`config.mk`:
```
export PLATFORM = sky130hd
export DESIGN_NAME = fc_rx_framer
export DESIGN_NICKNAME = d
export VERILOG_FILES = /design/src/rtl/fc_rx_framer.sv
export SDC_FILE = /design/constraint.sdc
export NUM_CORES = 1
export LEC_CHECK = 0
export CAP_MARGIN = 20
export CORE_AREA = 5 5 88 106
export DETAILED_ROUTE_END_ITERATION = 10
export DIE_AREA = 0 0 93 111
export HOLD_SLACK_MARGIN = 0.03
export PLACE_DENSITY = 0.75
export SYNTH_ARGS = -nofsm -noshare
export SYNTH_HDL_FRONTEND = slang
export SYNTH_SLANG_ARGS = --single-unit
```
`constraint.sdc`:
```
create_clock -name clk -period 1.9 [get_ports clk]
set_clock_uncertainty 0.15 [all_clocks]
set_input_delay 0.57 -clock clk [delete_from_list [all_inputs] [get_ports clk]]
set_output_delay 0.57 -clock clk [all_outputs]
set_load 0.005 [all_outputs]
```
`src/rtl/fc_rx_framer.sv`:
```
// Fibre Channel receive framer: delimits frames on SOF/EOF ordered sets and emits Avalon-ST beats.
// Optional statistics counters are built only when FC_RX_FRAMER_STATS_EN is defined.
module fc_rx_framer #(
   parameter int MAX_WORDS = 539
) (
   input  logic        clk,
   input  logic        reset_n,
   input  logic [35:0] in_data,
   input  logic        in_valid,
   output logic [31:0] out_data,
   output logic        out_valid,
   output logic        out_sop,
   output logic        out_eop,
   output logic        out_error,
   output logic [31:0] frames_ok,
   output logic [31:0] frames_err
);

   // state   | meaning
   // IDLE    | waiting for a valid SOF, nothing emitted
   // FRAME   | inside a frame, every input cycle produces one beat
   // DISCARD | frame truncated at MAX_WORDS, dropping words until EOF or link loss
   typedef enum logic [1:0] {
      IDLE    = 2'd0,
      FRAME   = 2'd1,
      DISCARD = 2'd2
   } state_t;

   localparam logic [9:0] MAX_CNT = 10'(MAX_WORDS);

   state_t      state, state_nxt;
   logic [9:0]  word_cnt, word_cnt_nxt;
   logic [31:0] data_nxt;
   logic        valid_nxt, sop_nxt, eop_nxt, error_nxt;

   logic [3:0]  datak;
   logic [31:0] word;
   logic        k_lead, byte_rep, sof_code, eof_code;
   logic        is_sof, is_eof, is_eof_abort, is_data;

   assign datak = in_data[35:32];
   assign word  = in_data[31:0];

   assign k_lead   = (datak == 4'b1000);
   assign byte_rep = (word[15:8] == word[7:0]);

   always_comb begin
      sof_code = 1'b0;
      case (word[7:0])
         8'h17, 8'h57, 8'h37, 8'h55, 8'h35, 8'h56, 8'h36, 8'h58: sof_code = 1'b1;
         default: sof_code = 1'b0;
      endcase
   end

   assign eof_code = (word[7:0] == 8'h75) || (word[7:0] == 8'hD5) || (word[7:0] == 8'hF5);

   assign is_sof = k_lead && (word[31:16] == 16'hBCB5) && byte_rep && sof_code;
   assign is_eof = k_lead && (word[31:24] == 8'hBC) &&
                   ((word[23:16] == 8'h95) || (word[23:16] == 8'hB5)) &&
                   byte_rep && eof_code;
   assign is_eof_abort = (word[7:0] == 8'hF5);
   assign is_data      = (datak == 4'b0000);

   always_ff @(posedge clk or negedge reset_n) begin
      if (!reset_n) begin
         state     <= IDLE;
         word_cnt  <= '0;
         out_data  <= '0;
         out_valid <= 1'b0;
         out_sop   <= 1'b0;
         out_eop   <= 1'b0;
         out_error <= 1'b0;
      end else begin
         state     <= state_nxt;
         word_cnt  <= word_cnt_nxt;
         out_data  <= data_nxt;
         out_valid <= valid_nxt;
         out_sop   <= sop_nxt;
         out_eop   <= eop_nxt;
         out_error <= error_nxt;
      end
   end

   // word_cnt holds the number of beats already emitted for the current frame
   always_comb begin
      state_nxt    = state;
      word_cnt_nxt = word_cnt;
      data_nxt     = '0;
      valid_nxt    = 1'b0;
      sop_nxt      = 1'b0;
      eop_nxt      = 1'b0;
      error_nxt    = 1'b0;
      case (state)
         IDLE: begin
            if (in_valid && is_sof) begin
               valid_nxt    = 1'b1;
               sop_nxt      = 1'b1;
               data_nxt     = word;
               word_cnt_nxt = 10'd1;
               state_nxt    = FRAME;
            end
         end
         FRAME: begin
            valid_nxt = 1'b1;
            if (!in_valid) begin
               eop_nxt   = 1'b1;
               error_nxt = 1'b1;
               state_nxt = IDLE;
            end else if (is_eof) begin
               data_nxt  = word;
               eop_nxt   = 1'b1;
               error_nxt = is_eof_abort;
               state_nxt = IDLE;
            end else if (is_data) begin
               data_nxt = word;
               if (word_cnt == MAX_CNT - 10'd1) begin
                  eop_nxt   = 1'b1;
                  error_nxt = 1'b1;
                  state_nxt = DISCARD;
               end else begin
                  word_cnt_nxt = word_cnt + 10'd1;
               end
            end else begin
               data_nxt  = word;
               eop_nxt   = 1'b1;
               error_nxt = 1'b1;
               state_nxt = IDLE;
            end
         end
         DISCARD: begin
            if (!in_valid || is_eof) state_nxt = IDLE;
         end
         default: state_nxt = IDLE;
      endcase
   end

`ifdef FC_RX_FRAMER_STATS_EN
   // Counters advance on the same edge that registers the eop beat.
   always_ff @(posedge clk or negedge reset_n) begin
      if (!reset_n) begin
         frames_ok  <= '0;
         frames_err <= '0;
      end else begin
         if (eop_nxt && !error_nxt && (frames_ok != 32'hFFFF_FFFF))
            frames_ok <= frames_ok + 32'd1;
         if (eop_nxt && error_nxt && (frames_err != 32'hFFFF_FFFF))
            frames_err <= frames_err + 32'd1;
      end
   end
`else
   assign frames_ok  = '0;
   assign frames_err = '0;
`endif

endmodule

```
==> impl_metrics.toml <==
[outcome]
status = "complete, but fails checks"
failing_checks = "setup timing"

[critical_path]
crit_type = "flop to flop"
cp.required_ns = 1.95
worst_r2r_endpoint = "word_cnt[0]"
crit_path_top_delay_cell = "sky130_fd_sc_hd__or4_4"
startpoint_class_of_the_critical_path = "flop"
endpoint_kind = "flop"
slowest_delay_ns = 0.53
critical_path_cell_sequence = "or3_4 -> or4_4 -> a211oi_4 -> a211oi_4 -> buf_6 -> o21a_1"
cp_delay_by_family_top = "simple AND/OR/NAND/NOR gates"
reg2reg_from = "word_cnt[2]"
critical_path.max_fanout = 4
regToRegSetupSlack_ns = -0.32
cp_num_buf_inv = 1
critPathArrivalTime_ns = 2.27
worst-r2r-cell-count = 6
cpMostUsedCell = "sky130_fd_sc_hd__a211oi_4"

[synthesis]
synth_area_mm2 = 0.002918
synth.cells.most_frequent = "64 x sky130_fd_sc_hd__buf_4, 48 x sky130_fd_sc_hd__dfrtp_1, 30 x sky130_fd_sc_hd__nor3b_2"
ys_dominant_reg_cell = "sky130_fd_sc_hd__dfrtp_1"
avgSynthCellArea_um2 = 10.53
synth.ff_latch_count = 48
synth-warning-count = 0
synthesis.instances = 277
synth_seq_area_share_pct = 41.17
synth.top_cell.area_share_pct = 41.17
yosysMostFrequentCell = "sky130_fd_sc_hd__buf_4"
number_of_synthesized_flops_with_an_enable_pin = 0
async_s_r_ff_share_synth_pct = 100.0
netlist-cell-type-count = 43
synthTopCellsByArea = "sky130_fd_sc_hd__dfrtp_1 41%, sky130_fd_sc_hd__buf_4 16%, sky130_fd_sc_hd__nor3b_2 13%"
synth_top_cell_by_area = "sky130_fd_sc_hd__dfrtp_1"

[placement]
number_of_buffer_cells_added_on_primary_ports = 74
gpl.final_weighted_congestion = 0.8088
place_hpwl_um = 5738

[global_route]
grt_pass1_wl_um = 12320
largest_net_degree_at_the_start_of_global_routing = 33
grt_pass1_vias = 2486
number_of_antenna_violations_at_the_first_check_in_global_routing = 0
grt_overflow = 0
grt_total_usage_pct = 15.01

[clock_tree]
numCtsBuffers = 5
clk_transition_reported_paths_ns = 0.09
tritoncts_num_sinks = 48
buffer_depth_of_the_longest_clock_path = 2
clock_tree_root = "sky130_fd_sc_hd__clkbuf_8"
cts_htree_levels = 2
cts_tree = "yes"
clk_latency_ns = 0.30

[drt]
wl_um = 7945
vias_per_cell = 4.697
via_count = 2344
postRouteAntennaNets = 0
post-route-drc-count = 0
drt_first_pass_iters = 4
wl_per_cell_um = 15.92
detail_route.iter0.violations = 115

[sta]
fmax_mhz = 450.3
report.final.hold_viol_count = 0
layout_setup_ws_ns = -0.3206
fin_crit_sh_pct = 116.9
timing.final.crit_period_ns = 2.221
timing.slew.headroom_pct = 65.28
timing_max_transition_violations_final = 0
tightest_slew_ns = 0.5208
rsz0062_at_grt = "true"
finalSetupViolations = 45

[power]
internal_power_w = 0.001464
report.power.total_w = 0.001975
clock_network_fraction_of_total_power_pct = 33.5
p_leak_nw = 2.351
switching_share_pct = 25.90
p_comb_share_pct = 14.4
share_seq_of_total_power_pct = 52.0
power_per_cell_area_mw_per_mm2 = 458.0
net-switching-power_w = 0.0005116
vdd.ir_drop.worst_uv = 259.9

[hold_path]
hold_removal_path_class = "input port to asynchronous set/reset pin"

[job]
maxCapViolCount = 0

[cells_and_area]
design.final.nets = 444
syn_to_final_growth_pct = 47.81
final-seq-area_mm2 = 0.001202
n_fill_cell = 701
count_of_antenna_diodes_in_the_layout = 0
multi_input_area_mm2 = 0.001644
layout_cells_sized_above_1_pct = 40.59
final_core_util_pct = 53.19

[floorplan]
initial_core_util_pct = 35.99
chipHeight_um = 111
fp.dieArea_mm2 = 0.01032
core_area_mm2 = 0.008108
floorplan.io_pins = 139
std_cell_rows = 36
floorplan.die.width_um = 93
worst reg2reg max path, cell delays in order (launching register included):
cell	delay, ns
sky130_fd_sc_hd__dfrtp_1	0.39
sky130_fd_sc_hd__or3_4	0.39
sky130_fd_sc_hd__or4_4	0.53
sky130_fd_sc_hd__a211oi_4	0.30
sky130_fd_sc_hd__a211oi_4	0.08
sky130_fd_sc_hd__buf_6	0.14
sky130_fd_sc_hd__o21a_1	0.16
placed cells by master, fill, tap and decap left out, drive strengths merged, types with 3 or more instances in the layout:
master         instances
buf                   77
conb                  64
dfrtp                 48
nor3b                 32
dlymetal6s2s          21
clkbuf                15
nor4                  14
nand2                 13
inv                   13
clkdlybuf4s50         11
o21ai                 10
dlygate4sd2            9
a31oi                  9
xor2                   8
nor2                   6
nand4                  5
nand3                  4
clkdlybuf4s15          4
or3                    3
nand4b                 3
nor4b                  3
and3                   3
a211oi                 3
repair_timing:
item,in CTS,in global routing
endpoints found under the setup margin,52,69
setup buffers,5,8
hold buffers,0,0
gates resized for setup,146,65
pin swaps,34,23
gates cloned,3,1
cell families (layout without fill, tap and decap cells):
group / Yosys count / after routing / synth area share, %
AND/OR/NAND/NOR: 99 / 99 / 27.49
buffers and inverters: 86 / 150 / 20.33
flip-flops: 48 / 48 / 41.17
AO/OA/AOI/OAI: 31 / 31 / 6.947
XOR/XNOR: 9 / 9 / 2.702
adder cells (fa/ha/maj): 2 / 2 / 0.8575
other: 1 / 64 / 0.1285
multiplexers: 1 / 1 / 0.3859
flip-flops by register name, indices dropped and copies added, names as in the netlist:
| signal | cells |
|---|---|
| out_valid | 1 |
| word_cnt | 10 |
| out_error | 1 |
| out_sop | 1 |
| out_data | 32 |
| state | 2 |
| out_eop | 1 |
metrics by stage:
stage          TNS (ns)  hold slack (ns)  cells  worst slack, ns  area [µm²]
5_1_grt          -12.97          0.07820    499          -0.3633        4313
3_5_place_dp     -46.92           0.3933    478           -1.090        3835
3_3_place_gp     -45.48           0.3859    478           -1.041        3835
4_1_cts          -10.92          0.06049    493          -0.3260        4104
2_1_floorplan    -17.94           0.1244    340          -0.4577        3191
6_report         -10.89          0.06684    499          -0.3206        4313
worst max path at each step:
stage / start / endpoint / slack (ns) / depth (start not counted)
after global routing: word_cnt[2] / word_cnt[0] / -0.36 / 6
after global placement: in_data[33] / out_data[3] / -1.04 / 7
after CTS: in_data[7] / out_data[3] / -0.33 / 7
after detailed placement: in_data[33] / out_data[3] / -1.09 / 7
final: word_cnt[2] / word_cnt[0] / -0.32 / 6
after floorplan: in_data[5] / out_data[0] / -0.46 / 7
cell type report:
| type | instances | share of cell area [%] |
|---|---|---|
| clock buffer | 6 | 1.915 |
| clock inverter | 2 | 0.4061 |
| sequential | 48 | 27.88 |
| timing repair buffer | 131 | 27.97 |
| inverter | 11 | 0.9574 |
| tap | 95 | 2.756 |
| multi-input combinational | 206 | 38.12 |
power by group through the flow:
stage                     sequential [W]  combinational (W)  clock (W)
after floorplan                  0.00105           0.000192          0
after CTS                        0.00103           0.000266   0.000686
after global placement           0.00105           0.000266          0
after detailed placement         0.00105           0.000270          0
final                            0.00103           0.000285   0.000662
after global routing             0.00103           0.000316   0.000722
per-layer routing:
layer	GRT usage [%]	part of all wire, %	vias to the layer above
met5	0	0	-
met4	4.399	1.5	0
met3	4.345	8.0	7
met2	28.11	55	102
met1	15.95	35	1140
li1	-	-	1095
Note: power is estimated with default switching activity, not from simulation.
